===== config.mk =====
export PLATFORM = sky130hd
export DESIGN_NAME = ram32x4_access_ctrl
export DESIGN_NICKNAME = d
export VERILOG_FILES = /design/src/rtl/ram32x4_access_ctrl.sv
export SDC_FILE = /design/constraint.sdc
export NUM_CORES = 1
export LEC_CHECK = 0
export CORE_ASPECT_RATIO = 1.4
export CORE_MARGIN = 1.5
export CORE_UTILIZATION = 50
export DETAILED_ROUTE_END_ITERATION = 6
export MAX_ROUTING_LAYER = met4
export PLACE_DENSITY = 0.71
export SKIP_LAST_GASP = 1
export SLEW_MARGIN = 20
export SYNTH_ARGS = -nofsm -noshare
export SYNTH_HDL_FRONTEND = slang
export SYNTH_SLANG_ARGS = --single-unit

===== constraint.sdc =====
create_clock -name clk -period 5.95 [get_ports clk]
set_clock_uncertainty 0.05 [all_clocks]
set_input_delay 1.19 -clock clk [delete_from_list [all_inputs] [get_ports clk]]
set_output_delay 1.19 -clock clk [all_outputs]
set_load 0.005 [all_outputs]

===== src/rtl/ram32x4_access_ctrl.sv =====
// Access controller for a 32x4 RAM: manual single-word write, whole-array fill
// and a slow auto-scan, all driven from three debounced-by-sync pushbuttons.
module ram32x4_access_ctrl #(
  parameter int TICK_DIV = 50000000
) (
  input  logic       clk,
  input  logic       resetn,
  input  logic [4:0] sw_addr,
  input  logic [3:0] sw_data,
  input  logic       key_write_n,
  input  logic       key_fill_n,
  input  logic       key_scan_n,
  output logic [4:0] ram_address,
  output logic [3:0] ram_data,
  output logic       ram_wren,
  output logic       busy,
  output logic [1:0] state
);

  localparam logic [1:0] ST_IDLE  = 2'd0;
  localparam logic [1:0] ST_WRITE = 2'd1;
  localparam logic [1:0] ST_FILL  = 2'd2;
  localparam logic [1:0] ST_SCAN  = 2'd3;

  localparam int TICK_W = (TICK_DIV > 1) ? $clog2(TICK_DIV) : 1;
  localparam logic [TICK_W-1:0] TICK_LAST = TICK_W'(TICK_DIV - 1);

  logic [2:0] keys_n;
  logic [2:0] sync1_q, sync1_d;
  logic [2:0] sync2_q, sync2_d;
  logic [2:0] level_q, level_d;
  logic [2:0] press_q, press_d;
  logic       press_write, press_fill, press_scan;

  logic [1:0]        state_q, state_d;
  logic [4:0]        addr_q, addr_d;
  logic [3:0]        data_q, data_d;
  logic              wren_q, wren_d;
  logic              busy_q, busy_d;
  logic [3:0]        fill_data_q, fill_data_d;
  logic [4:0]        fill_cnt_q, fill_cnt_d;
  logic [4:0]        scan_addr_q, scan_addr_d;
  logic [TICK_W-1:0] tick_cnt_q, tick_cnt_d;

  assign keys_n = {key_scan_n, key_fill_n, key_write_n};

  // Press pulse is registered so a key change reaches the FSM state three edges later
  always_comb begin
    sync1_d = keys_n;
    sync2_d = sync1_q;
    level_d = sync2_q;
    press_d = level_q & ~sync2_q;
  end

  always_ff @(posedge clk or negedge resetn) begin
    if (!resetn) begin
      sync1_q <= 3'b111;
      sync2_q <= 3'b111;
      level_q <= 3'b111;
      press_q <= 3'b000;
    end else begin
      sync1_q <= sync1_d;
      sync2_q <= sync2_d;
      level_q <= level_d;
      press_q <= press_d;
    end
  end

  assign press_write = press_q[0];
  assign press_fill  = press_q[1];
  assign press_scan  = press_q[2];

  // Outputs are computed for the next state so every port comes straight from a flop
  always_comb begin
    state_d     = state_q;
    addr_d      = addr_q;
    data_d      = data_q;
    wren_d      = 1'b0;
    fill_data_d = fill_data_q;
    fill_cnt_d  = fill_cnt_q;
    scan_addr_d = scan_addr_q;
    tick_cnt_d  = tick_cnt_q;

    case (state_q)
      ST_IDLE: begin
        addr_d = sw_addr;
        data_d = sw_data;
        if (press_fill) begin
          state_d     = ST_FILL;
          fill_data_d = sw_data;
          fill_cnt_d  = 5'd0;
          addr_d      = 5'd0;
          wren_d      = 1'b1;
        end else if (press_write) begin
          state_d = ST_WRITE;
          wren_d  = 1'b1;
        end else if (press_scan) begin
          state_d     = ST_SCAN;
          scan_addr_d = 5'd0;
          tick_cnt_d  = '0;
          addr_d      = 5'd0;
        end
      end

      ST_WRITE: begin
        state_d = ST_IDLE;
        addr_d  = sw_addr;
        data_d  = sw_data;
      end

      ST_FILL: begin
        if (fill_cnt_q == 5'd31) begin
          state_d    = ST_IDLE;
          fill_cnt_d = 5'd0;
          addr_d     = sw_addr;
          data_d     = sw_data;
        end else begin
          fill_cnt_d = fill_cnt_q + 5'd1;
          addr_d     = fill_cnt_q + 5'd1;
          data_d     = fill_data_q;
          wren_d     = 1'b1;
        end
      end

      ST_SCAN: begin
        if (press_scan) begin
          state_d     = ST_IDLE;
          scan_addr_d = 5'd0;
          tick_cnt_d  = '0;
          addr_d      = sw_addr;
          data_d      = sw_data;
        end else if (tick_cnt_q == TICK_LAST) begin
          tick_cnt_d  = '0;
          scan_addr_d = scan_addr_q + 5'd1;
          addr_d      = scan_addr_q + 5'd1;
        end else begin
          tick_cnt_d = tick_cnt_q + 1'b1;
          addr_d     = scan_addr_q;
        end
      end

      default: begin
        state_d = ST_IDLE;
        addr_d  = sw_addr;
        data_d  = sw_data;
      end
    endcase

    busy_d = (state_d == ST_WRITE) || (state_d == ST_FILL);
  end

  always_ff @(posedge clk or negedge resetn) begin
    if (!resetn) begin
      state_q     <= ST_IDLE;
      addr_q      <= 5'd0;
      data_q      <= 4'd0;
      wren_q      <= 1'b0;
      busy_q      <= 1'b0;
      fill_data_q <= 4'd0;
      fill_cnt_q  <= 5'd0;
      scan_addr_q <= 5'd0;
      tick_cnt_q  <= '0;
    end else begin
      state_q     <= state_d;
      addr_q      <= addr_d;
      data_q      <= data_d;
      wren_q      <= wren_d;
      busy_q      <= busy_d;
      fill_data_q <= fill_data_d;
      fill_cnt_q  <= fill_cnt_d;
      scan_addr_q <= scan_addr_d;
      tick_cnt_q  <= tick_cnt_d;
    end
  end

  assign ram_address = addr_q;
  assign ram_data    = data_q;
  assign ram_wren    = wren_q;
  assign busy        = busy_q;
  assign state       = state_q;

endmodule


==> results of run 1 <==
==> logic make-up after synthesis <==
logic type,Yosys count,synth area share [%]
AOI/OAI and AO/OA,68,13.7
xor gates and xnor gates,14,3.93
adders and majority gates,4,1.60
buffers and inverters,19,2.49
DFF,65,52.5
muxes,11,3.73
and+or+nand+nor,120,22.0
==> stage by stage <==
stage	std cells	utilization, %	cell area, µm²
floorplan	301	-	3120
global placement	388	57.6	3430
CTS	404	61.2	3640
finish	404	61.2	3640
detailed placement	388	57.6	3430
global route	404	61.2	3640
==> registers in the layout, indices dropped and copies added, names as in the netlist <==
| register | cells |
|---|---|
| ram_wren | 1 |
| tick_cnt_q | 26 |
| fill_cnt_q | 5 |
| busy | 1 |
| ram_address | 5 |
| sync1_q | 3 |
| ram_data | 4 |
| state | 2 |
| level_q | 3 |
| scan_addr_q | 5 |
| level_d | 3 |
| fill_data_q | 4 |
| press_q | 3 |
==> worst register-to-register path, stage by stage (launching register included) <==
cell and delay (ns):
sky130_fd_sc_hd__dfrtp_1 0.69, sky130_fd_sc_hd__and3b_1 0.58, sky130_fd_sc_hd__o21a_1 0.61, sky130_fd_sc_hd__nor2_2 0.22
sky130_fd_sc_hd__a21oi_1 0.19
==> worst min-delay path by stage <==
stage          depth (start not counted)  slack [ns]       start          to
2_1_floorplan                          0        0.30  sync1_q[0]  level_d[0]
3_3_place_gp                           0        0.30  sync1_q[0]  level_d[0]
3_5_place_dp                           0        0.30  sync1_q[1]  level_d[1]
4_1_cts                                0        0.31  sync1_q[0]  level_d[0]
5_1_grt                                0        0.31  sync1_q[0]  level_d[0]
6_report                               0        0.30  sync1_q[1]  level_d[1]
==> report_power, final <==
group	internal, µW	total (µW)	switching, µW
clock network	234	402	168
registers	529	601	72.3
logic	194	402	207
total	957	1400	447
==> placed cells by master, fill, tap and decap left out, drive strengths merged, types with 5 or more instances in the layout <==
cell and n:
and3 7, xnor2 9, nand2b 6, nand2 29
nand3 19, dfstp 9, xor2 5, inv 9
mux2i 6, a31oi 5, clkdlybuf4s50 25, dfrtp 56
or3 5, nor3 9, nand4 10, nor2 16
a21o 5, clkbuf 10, a21oi 12, mux2 5
o21ai 27
==> cell type report <==
class	instances	area share (%)
sequential	65	45.0
multi-input combinational	217	38.6
timing repair buffer	27	7.23
clock buffer	10	3.51
tap	70	2.41
clock inverter	6	2.27
inverter	9	0.929
==> layer usage <==
layer / GRT usage, % / vias up / wire [µm]
li1: - / 1151 / -
met1: 22.8 / 1143 / 2670
met2: 36.5 / 39 / 3240
met3: 3.84 / 12 / 189
met4: 10.4 / 0 / 139
met5: - / - / 0
==> parameters.txt, run 1 <==
Parameter                              Value

Status
  Run status ... completed

Critical path
  Max Fanout on Critical Path ... 18
  Kind of cell adding the most delay to the critical path ... flip-flops
  Stages on the worst setup path ... 1
  Required arrival time at the worst endpoint ... 4.71 ns
  Cells along the critical path ... clkdlybuf4s50_1
  Startpoint of the most critical register-to-register path ... state[0]
  Worst reg2reg setup slack ... 3.53 ns
  Delay of the slowest cell on the worst path ... 0.69 ns
  Critical path buffer and inverter count ... 1
  Critical path type ... reg -> out
  Crit end category ... primary output
  Kind of start point of the critical path ... register
  Capturing instance or port of the critical path ... state[0]
  Count of cells along the worst register-to-register path ... 4
  RR Endpoint ... tick_cnt_q[24]
  Worst endpoint data arrival time ... 1.66 ns
  Worst Setup SP ... state[0]
  Slowest stage cell on the critical path ... sky130_fd_sc_hd__dfrtp_1

Pwr
  Final Power ... 1400 µW
  Worst vdd rail ir drop ... 0.156 mV
  Cell Pwr Density ... 386 mW/mm²
  Leakage power summed over all cells ... 0.00156 µW

STA
  Final critical-path share of the clock period ... 48.7%
  Final critical-path setup slack ... 3.05 ns
  Shortest period the worst path allows ... 2.90 ns
  Final count of pins violating max slew ... 0
  Post-Route Setup TNS ... 0 ns
  Final hold violation count ... 0
  Endpoints failing setup ... 0
  Hold slack ... 0.304 ns
  Max Clk Rate ... 345 MHz
  Slew margin rel. ... 40.2%
  Setup repair after global routing missed its margin ... no
  Actual transition at the worst max-transition pin ... 0.898 ns

Logic synthesis
  Count of different cell masters after synthesis ... 55
  Count leader, synth ... sky130_fd_sc_hd__dfrtp_1
  Post-synth EDFFs ... 0
  Number of synthesis warnings ... 0
  Synth Net Count ... 319
  Post-synthesis sequential area ratio ... 52.5%
  Synth Flop Type ... sky130_fd_sc_hd__dfrtp_1
  Gate count of the mapped netlist ... 301
  Synth area leaders ... sky130_fd_sc_hd__dfrtp_1 (45%), sky130_fd_sc_hd__dfstp_2 (7.6%), sky130_fd_sc_hd__o21ai_0 (4.2%)
  Yosys top cell area share ... 44.9%
  Mapped Area ... 0.00312 mm²
  Syn_area_per_cell ... 10.4 µm²
  Share of synthesized registers carrying an async set or reset ... 100%
  Synthesized flop and latch total ... 65
  Leading area contributor after synthesis ... sky130_fd_sc_hd__dfrtp_1
  Commonest cells post-synth ... sky130_fd_sc_hd__dfrtp_1 (56), sky130_fd_sc_hd__nand2_1 (29), sky130_fd_sc_hd__o21ai_0 (26), sky130_fd_sc_hd__nand3_1 (18), sky130_fd_sc_hd__nor2_1 (15)

Cells and area
  Area Overhead vs Synth ... 16.6%
  Multi-input gate area in the final layout ... 0.00140 mm²
  Antenna diode count ... 0
  Number of fillers in the final layout ... 510
  Number of nets in the layout ... 347
  Proportion of layout cells with a drive suffix above 1 ... 13.5%
  Register Area ... 0.00164 mm²

Clocking
  Clock latency on the worst-skew pair ... 0.34 ns
  Setup bufs post-CTS ... 0
  Number of sinks handled by clock tree synthesis ... 65
  TritonCTS clock tree ... yes
  Maximum level of the CTS H-tree ... 3
  Total clock buffers created by CTS ... 9
  Max Root-Sink Buffers ... 2
  Hold buffers post-CTS ... 0
  Cell chosen for the clock root ... sky130_fd_sc_hd__clkbuf_8
  Post_cts resized ... 0
  Clock transition at the registers of the reported paths ... 0.07 ns

Hold path
  Hold crit path type ... reg -> reg

Routing
  Detail-routed net length per standard cell ... 15.4 µm
  Drt first pass iters ... 4
  Remaining number of nets flagged by the antenna check after routing ... 0
  Post-route DRC ... 0
  Detailed router's first-iteration violation count ... 113
  Vias per std cell ... 5.80
  Vias after detailed routing ... 2345
  Routed Wire Length ... 6240 µm

Global route
  Global-route wire length before repair ... 10500 µm
  GRT Overall Usage ... 20.7%
  Overflow left after global routing ... 0
  Pin count of the biggest net entering global routing ... 66
  Number of global-route vias before repair ... 2208
  Initial antenna violation count ... 0

Floorplanning
  Core region area ... 0.00595 mm²
  Die width ... 69.8 µm
  Number of top-level pins ... 27
  Floorplan die area ... 0.00673 mm²
  Number of core rows ... 33
  Die Y-Extent ... 96.5 µm
  Starting Density ... 52.5%

Placed design
  Post-detailed-placement half-perimeter wirelength ... 4240 µm
  Final Wtd Congestion ... 0.767
  Port Buf Inserts ... 26
  Setup slack after placement ... 3.44 ns

Flow run
  Max Cap Violations ... 0
Note: power is estimated with default switching activity, not from simulation.
==> run 2, diff against run 1 <==
==> constraint.sdc (replaced) <==
create_clock -name clk -period 2.98 [get_ports clk]
set_clock_uncertainty 0.05 [all_clocks]
set_input_delay 0.596 -clock clk [delete_from_list [all_inputs] [get_ports clk]]
set_output_delay 0.596 -clock clk [all_outputs]
set_load 0.005 [all_outputs]
==> run 2 against run 1 <==
Against the previous run: sequential share of layout area down 0.20 points; non-clock buffer count up 4; clock power up 83%; sequential power up 100%; utilization up 0.27 points; worst hold slack worse by 0.047 ns; via count up 1.4%; critical path depth unchanged; setup slack worse by 2.4 ns; critical endpoint unchanged; highest routed layer unchanged.
==> parameters.txt, run 2 (synthesis gave the netlist of run 1 again) <==
Parameter                              Value

Floorplanning
  Number of top-level pins ... 27 (unchanged)
  Die width ... 69.8 µm (unchanged)
  Die Y-Extent ... 96.5 µm (unchanged)
  Core region area ... 0.00595 mm² (unchanged)
  Floorplan die area ... 0.00673 mm² (unchanged)
  Number of core rows ... 33 (unchanged)
  Starting Density ... 52.5% (unchanged)

Status
  Run status ... completed

STA
  Endpoints failing setup ... 0 (unchanged)
  Post-Route Setup TNS ... 0 ns (unchanged)
  Final critical-path setup slack ... 0.633 ns (-2.42 ns)
  Shortest period the worst path allows ... 2.35 ns
  Final hold violation count ... 0 (unchanged)
  Actual transition at the worst max-transition pin ... 0.741 ns (-0.156 ns)
  Max Clk Rate ... 426 MHz
  Hold slack ... 0.256 ns (-0.0474 ns)
  Final count of pins violating max slew ... 0 (unchanged)
  Setup repair after global routing missed its margin ... no
  Slew margin rel. ... 50.4% (+10 points)
  Final critical-path share of the clock period ... 78.8%

Critical path
  Required arrival time at the worst endpoint ... 2.33 ns (-2.38 ns)
  Count of cells along the worst register-to-register path ... 6 (+2)
  Delay of the slowest cell on the worst path ... 0.72 ns (+0.03 ns)
  Cells along the critical path ... clkdlybuf4s50_1
  Kind of cell adding the most delay to the critical path ... flip-flops
  Crit end category ... primary output
  Worst endpoint data arrival time ... 1.70 ns (+0.04 ns)
  Worst reg2reg setup slack ... 0.74 ns (-2.79 ns)
  Startpoint of the most critical register-to-register path ... tick_cnt_q[0]
  RR Endpoint ... tick_cnt_q[17]
  Kind of start point of the critical path ... register
  Max Fanout on Critical Path ... 18 (unchanged)
  Critical path buffer and inverter count ... 1 (unchanged)
  Slowest stage cell on the critical path ... sky130_fd_sc_hd__dfrtp_1
  Critical path type ... reg -> out

Routing
  Detailed router's first-iteration violation count ... 143 (+27%)
  Routed Wire Length ... 6310 µm (+1.1%)
  Drt first pass iters ... 4 (unchanged)
  Vias after detailed routing ... 2378 (+1.4%)
  Vias per std cell ... 5.83 (+0.41%)
  Detail-routed net length per standard cell ... 15.5 µm (about the same)
  Remaining number of nets flagged by the antenna check after routing ... 0 (unchanged)
  Post-route DRC ... 0 (unchanged)

Clocking
  Max Root-Sink Buffers ... 2 (unchanged)
  Setup bufs post-CTS ... 0 (unchanged)
  Clock transition at the registers of the reported paths ... 0.07 ns (about the same)
  TritonCTS clock tree ... yes
  Maximum level of the CTS H-tree ... 3 (unchanged)
  Cell chosen for the clock root ... sky130_fd_sc_hd__clkbuf_8
  Post_cts resized ... 0 (unchanged)
  Total clock buffers created by CTS ... 9 (unchanged)
  Hold buffers post-CTS ... 0 (unchanged)
  Clock latency on the worst-skew pair ... 0.34 ns (about the same)
  Number of sinks handled by clock tree synthesis ... 65 (unchanged)

Cells and area
  Proportion of layout cells with a drive suffix above 1 ... 14.5% (+1.0 points)
  Area Overhead vs Synth ... 17.1%
  Antenna diode count ... 0 (unchanged)
  Final core utilization ... 61.4% (+0.27 points)
  Number of nets in the layout ... 351 (+1.2%)
  Number of standard cells in the layout, taps in and fillers out ... 408 (+0.99%)
  Leading cell types in the layout, fill and taps excluded ... sky130_fd_sc_hd__dfrtp_1 (56), sky130_fd_sc_hd__nand2_1 (29), sky130_fd_sc_hd__o21ai_0 (26)
  Flip-flop count of the largest register, all copies and words added ... 26 (unchanged)
  Most common cell after layout, fill and taps aside ... sky130_fd_sc_hd__dfrtp_1
  Top register by number of flip-flops ... tick_cnt_q

Global route
  GRT Overall Usage ... 21.5% (+0.75 points)
  Global-route wire length before repair ... 11100 µm (+5.7%)
  Initial antenna violation count ... 0 (unchanged)
  Number of global-route vias before repair ... 2368 (+7.2%)
  Overflow left after global routing ... 0 (unchanged)
  Pin count of the biggest net entering global routing ... 36 (-45%)

Pwr
  Worst vdd rail ir drop ... 0.276 mV (+76%)
  Cell Pwr Density ... 755 mW/mm² (+95%)
  Leakage power summed over all cells ... 0.00157 µW (+0.58%)

Flow run
  Max Cap Violations ... 0 (unchanged)

Placed design
  Port Buf Inserts ... 26 (unchanged)
  Post-detailed-placement half-perimeter wirelength ... 4500 µm (+6.2%)
  Placed Cells incl. Taps ... 392 (+1.0%)
  Setup slack after placement ... 0.713 ns (-2.73 ns)
  Final Wtd Congestion ... 0.888 (+16%)

Hold path
  Hold crit path type ... in -> async
## run 2: worst max-delay path by stage
stage / slack (ns) / endpoint / cells past startpoint / startpoint
after floorplan: 1.07 / ram_data[0] / 6 / fill_cnt_q[0]
after detailed placement: 0.71 / tick_cnt_q[17] / 6 / tick_cnt_q[0]
after global placement: 0.74 / ram_data[0] / 6 / fill_cnt_q[0]
final: 0.63 / state[0] / 1 / state[0]
after global routing: 0.51 / tick_cnt_q[14] / 6 / tick_cnt_q[0]
after CTS: 0.64 / state[0] / 1 / state[0]
## run 2: metrics by stage
| stage | total power, µW | area, µm² |
|---|---|---|
| after floorplan | 1690 | 3120 |
| after global placement | 2030 | 3460 |
| after detailed placement | 2050 | 3460 |
| after CTS | 2790 | 3650 |
| after global routing | 2940 | 3650 |
| final | 2760 | 3650 |
## run 2: area by class of cell
class / count / area (µm²)
fill: 528 / 2290
multi-input combinational: 217 / 1400
clock buffer: 11 / 141
sequential: 65 / 1640
clock inverter: 5 / 55.1
tap: 70 / 87.6
inverter: 9 / 33.8
timing repair buffer: 31 / 293
## run 2: power by group
part | switching, µW | internal, µW | leakage [µW]
clock network | 329 | 406 | 0.0000953
logic | 411 | 407 | 0.000638
registers | 146 | 1060 | 0.000833
total | 887 | 1870 | 0.00157
## run 2: routing by layer
| layer | global-route usage, % | up-vias | wire [µm] |
|---|---|---|---|
| met2 | 37.7 | 47 | 3200 |
| met1 | 24.6 | 1159 | 2770 |
| met5 | - | - | 0 |
| met4 | 8.49 | 0 | 136 |
| li1 | - | 1154 | - |
| met3 | 4.05 | 18 | 195 |
==> run 3, diff against run 2 <==
==> constraint.sdc (replaced) <==
create_clock -name clk -period 2.2 [get_ports clk]
set_clock_uncertainty 0.05 [all_clocks]
set_input_delay 0.44 -clock clk [delete_from_list [all_inputs] [get_ports clk]]
set_output_delay 0.44 -clock clk [all_outputs]
set_load 0.005 [all_outputs]
==> run 3 against run 2 <==
Against the previous run: utilization up 2.4 points; global-route usage is 1.7 points higher; clock power is 48% higher; non-clock buffer count increased by 14; wire length rose by 7.6%; cell count rose by 3.2%; worst hold slack worse by 0.22 ns; setup slack lost 0.51 ns; critical path depth grew 5; register-to-register slack worse by 0.61 ns; sequential cell count unchanged; sequential power is 33% higher; critical path type is now reg -> reg; largest power group unchanged.
==> parameters.txt, run 3 (synthesis gave the netlist of run 1 again) <==
Parameter                              Value

Clocking
  Max Root-Sink Buffers ... 2 (unchanged)
  Maximum level of the CTS H-tree ... 3 (unchanged)
  Total clock buffers created by CTS ... 9 (unchanged)
  Clock transition at the registers of the reported paths ... 0.07 ns (about the same)
  Number of sinks handled by clock tree synthesis ... 65 (unchanged)
  Cell chosen for the clock root ... sky130_fd_sc_hd__clkbuf_8
  Hold buffers post-CTS ... 0 (unchanged)
  Clock latency on the worst-skew pair ... 0.33 ns (about the same)
  Setup bufs post-CTS ... 0 (unchanged)
  TritonCTS clock tree ... yes
  Post_cts resized ... 0 (unchanged)

Global route
  Overflow left after global routing ... 0 (unchanged)
  Pin count of the biggest net entering global routing ... 26 (-28%)
  GRT Overall Usage ... 23.2% (+1.7 points)
  Number of global-route vias before repair ... 2395 (+1.1%)
  Initial antenna violation count ... 0 (unchanged)
  Global-route wire length before repair ... 11500 µm (+4.2%)

Routing
  Post-route DRC ... 0 (unchanged)
  Detailed router's first-iteration violation count ... 124 (-13%)
  Vias per std cell ... 5.71 (-1.9%)
  Vias after detailed routing ... 2406 (+1.2%)
  Detail-routed net length per standard cell ... 16.1 µm (+4.3%)
  Routed Wire Length ... 6790 µm (+7.6%)
  Drt first pass iters ... 4 (unchanged)
  Remaining number of nets flagged by the antenna check after routing ... 0 (unchanged)

STA
  Post-Route Setup TNS ... 0 ns (unchanged)
  Hold slack ... 0.0411 ns (-0.215 ns)
  Shortest period the worst path allows ... 2.07 ns
  Setup repair after global routing missed its margin ... yes
  Actual transition at the worst max-transition pin ... 0.570 ns (-0.171 ns)
  Final count of pins violating max slew ... 0 (unchanged)
  Final hold violation count ... 0 (unchanged)
  Slew margin rel. ... 61.5% (+11 points)
  Final critical-path share of the clock period ... 94.2%
  Endpoints failing setup ... 0 (unchanged)
  Max Clk Rate ... 483 MHz

Critical path
  Kind of start point of the critical path ... register
  Max Fanout on Critical Path ... 9 (-9)
  Critical path type ... reg -> reg
  Crit end category ... register
  Worst endpoint data arrival time ... 2.25 ns (+0.55 ns)
  Required arrival time at the worst endpoint ... 2.37 ns (+0.04 ns)

Floorplanning
  Die width ... 69.8 µm (unchanged)
  Die Y-Extent ... 96.5 µm (unchanged)
  Starting Density ... 52.5% (unchanged)
  Core region area ... 0.00595 mm² (unchanged)
  Number of core rows ... 33 (unchanged)
  Floorplan die area ... 0.00673 mm² (unchanged)
  Number of top-level pins ... 27 (unchanged)

Pwr
  Cell Pwr Density ... 1040 mW/mm² (+38%)
  Leakage power summed over all cells ... 0.00165 µW (+5.1%)
  Worst vdd rail ir drop ... 0.714 mV (+160%)

Cells and area
  Number of fillers in the final layout ... 505 (-4.4%)
  Number of nets in the layout ... 365 (+4.0%)
  Area Overhead vs Synth ... 21.6%
  Proportion of layout cells with a drive suffix above 1 ... 18.2% (+3.7 points)
  Most common cell after layout, fill and taps aside ... sky130_fd_sc_hd__dfrtp_1
  Flip-flop count of the largest register, all copies and words added ... 26 (unchanged)
  Antenna diode count ... 0 (unchanged)
  Leading cell types in the layout, fill and taps excluded ... sky130_fd_sc_hd__dfrtp_1 (55), sky130_fd_sc_hd__nand2_1 (29), sky130_fd_sc_hd__o21ai_0 (26)
  Top register by number of flip-flops ... tick_cnt_q

Placed design
  Port Buf Inserts ... 26 (unchanged)
  Post-detailed-placement half-perimeter wirelength ... 4810 µm (+6.8%)
  Final Wtd Congestion ... 0.885 (-0.35%)

Status
  Run status ... completed

Hold path
  Hold crit path type ... in -> async

Flow run
  Max Cap Violations ... 0 (unchanged)
-- run 3: path summary, 6_finish.rpt --
check / startpoint / to / slack, ns / cells after the start
max: tick_cnt_q[10] / tick_cnt_q[8] / 0.13 / 6
max reg2reg: tick_cnt_q[10] / tick_cnt_q[8] / 0.13 / 6
min: resetn / ram_data[2] / 0.04 / 1
min reg2reg: sync1_q[0] / level_d[0] / 0.30 / 0
min in group clk: sync1_q[0] / level_d[0] / 0.30 / 0
max in group asynchronous: resetn / state[0] / 1.40 / 2
-- run 3: critical path, stage by stage (launching register included) --
cell	delay [ns]
sky130_fd_sc_hd__dfrtp_1	0.44
sky130_fd_sc_hd__nor4b_2	0.35
sky130_fd_sc_hd__nand4_2	0.26
sky130_fd_sc_hd__o21a_1	0.37
sky130_fd_sc_hd__buf_4	0.19
sky130_fd_sc_hd__a21o_1	0.14
sky130_fd_sc_hd__a21o_1	0.16
-- run 3: stage by stage --
step | setup WS [ns] | std cells | total power, µW | cell area (µm²) | util, %
final | 0.128 | 421 | 3960 | 3790 | 63.8
after global routing | -0.00245 | 421 | 4220 | 3790 | 63.8
after CTS | 0.0351 | 421 | 3990 | 3780 | 63.6
after detailed placement | 0.138 | 406 | 2890 | 3570 | 60.1
after global placement | 0.147 | 406 | 2860 | 3570 | 60.1
after floorplan | 0.290 | 301 | 2290 | 3120 | -
-- run 3: final cells by class --
cell class                 instances  area (µm²)  area share, %
sequential                        65        1640           43.2
multi-input combinational        217        1410           37.2
timing repair buffer              45         410           10.8
clock buffer                      12         145           3.83
tap                               70        87.6           2.31
clock inverter                     3        65.1           1.72
inverter                           9        33.8          0.891
-- run 3: per-layer routing --
layer  track usage [%]  up-vias  wire length, µm
met5                 -        -                0
met4              11.4        0              184
li1                  -     1181                -
met3              4.98       14              175
met2              39.6       38             3510
met1              26.2     1173             2920
-- run 3: report_power, final --
part / leakage, µW / total, µW / internal (µW) / switching [µW]
combinational: 0.000709 / 1280 / 647 / 629
sequential: 0.000832 / 1590 / 1430 / 156
clock: 0.000106 / 1090 / 662 / 430
total: 0.00165 / 3960 / 2740 / 1220
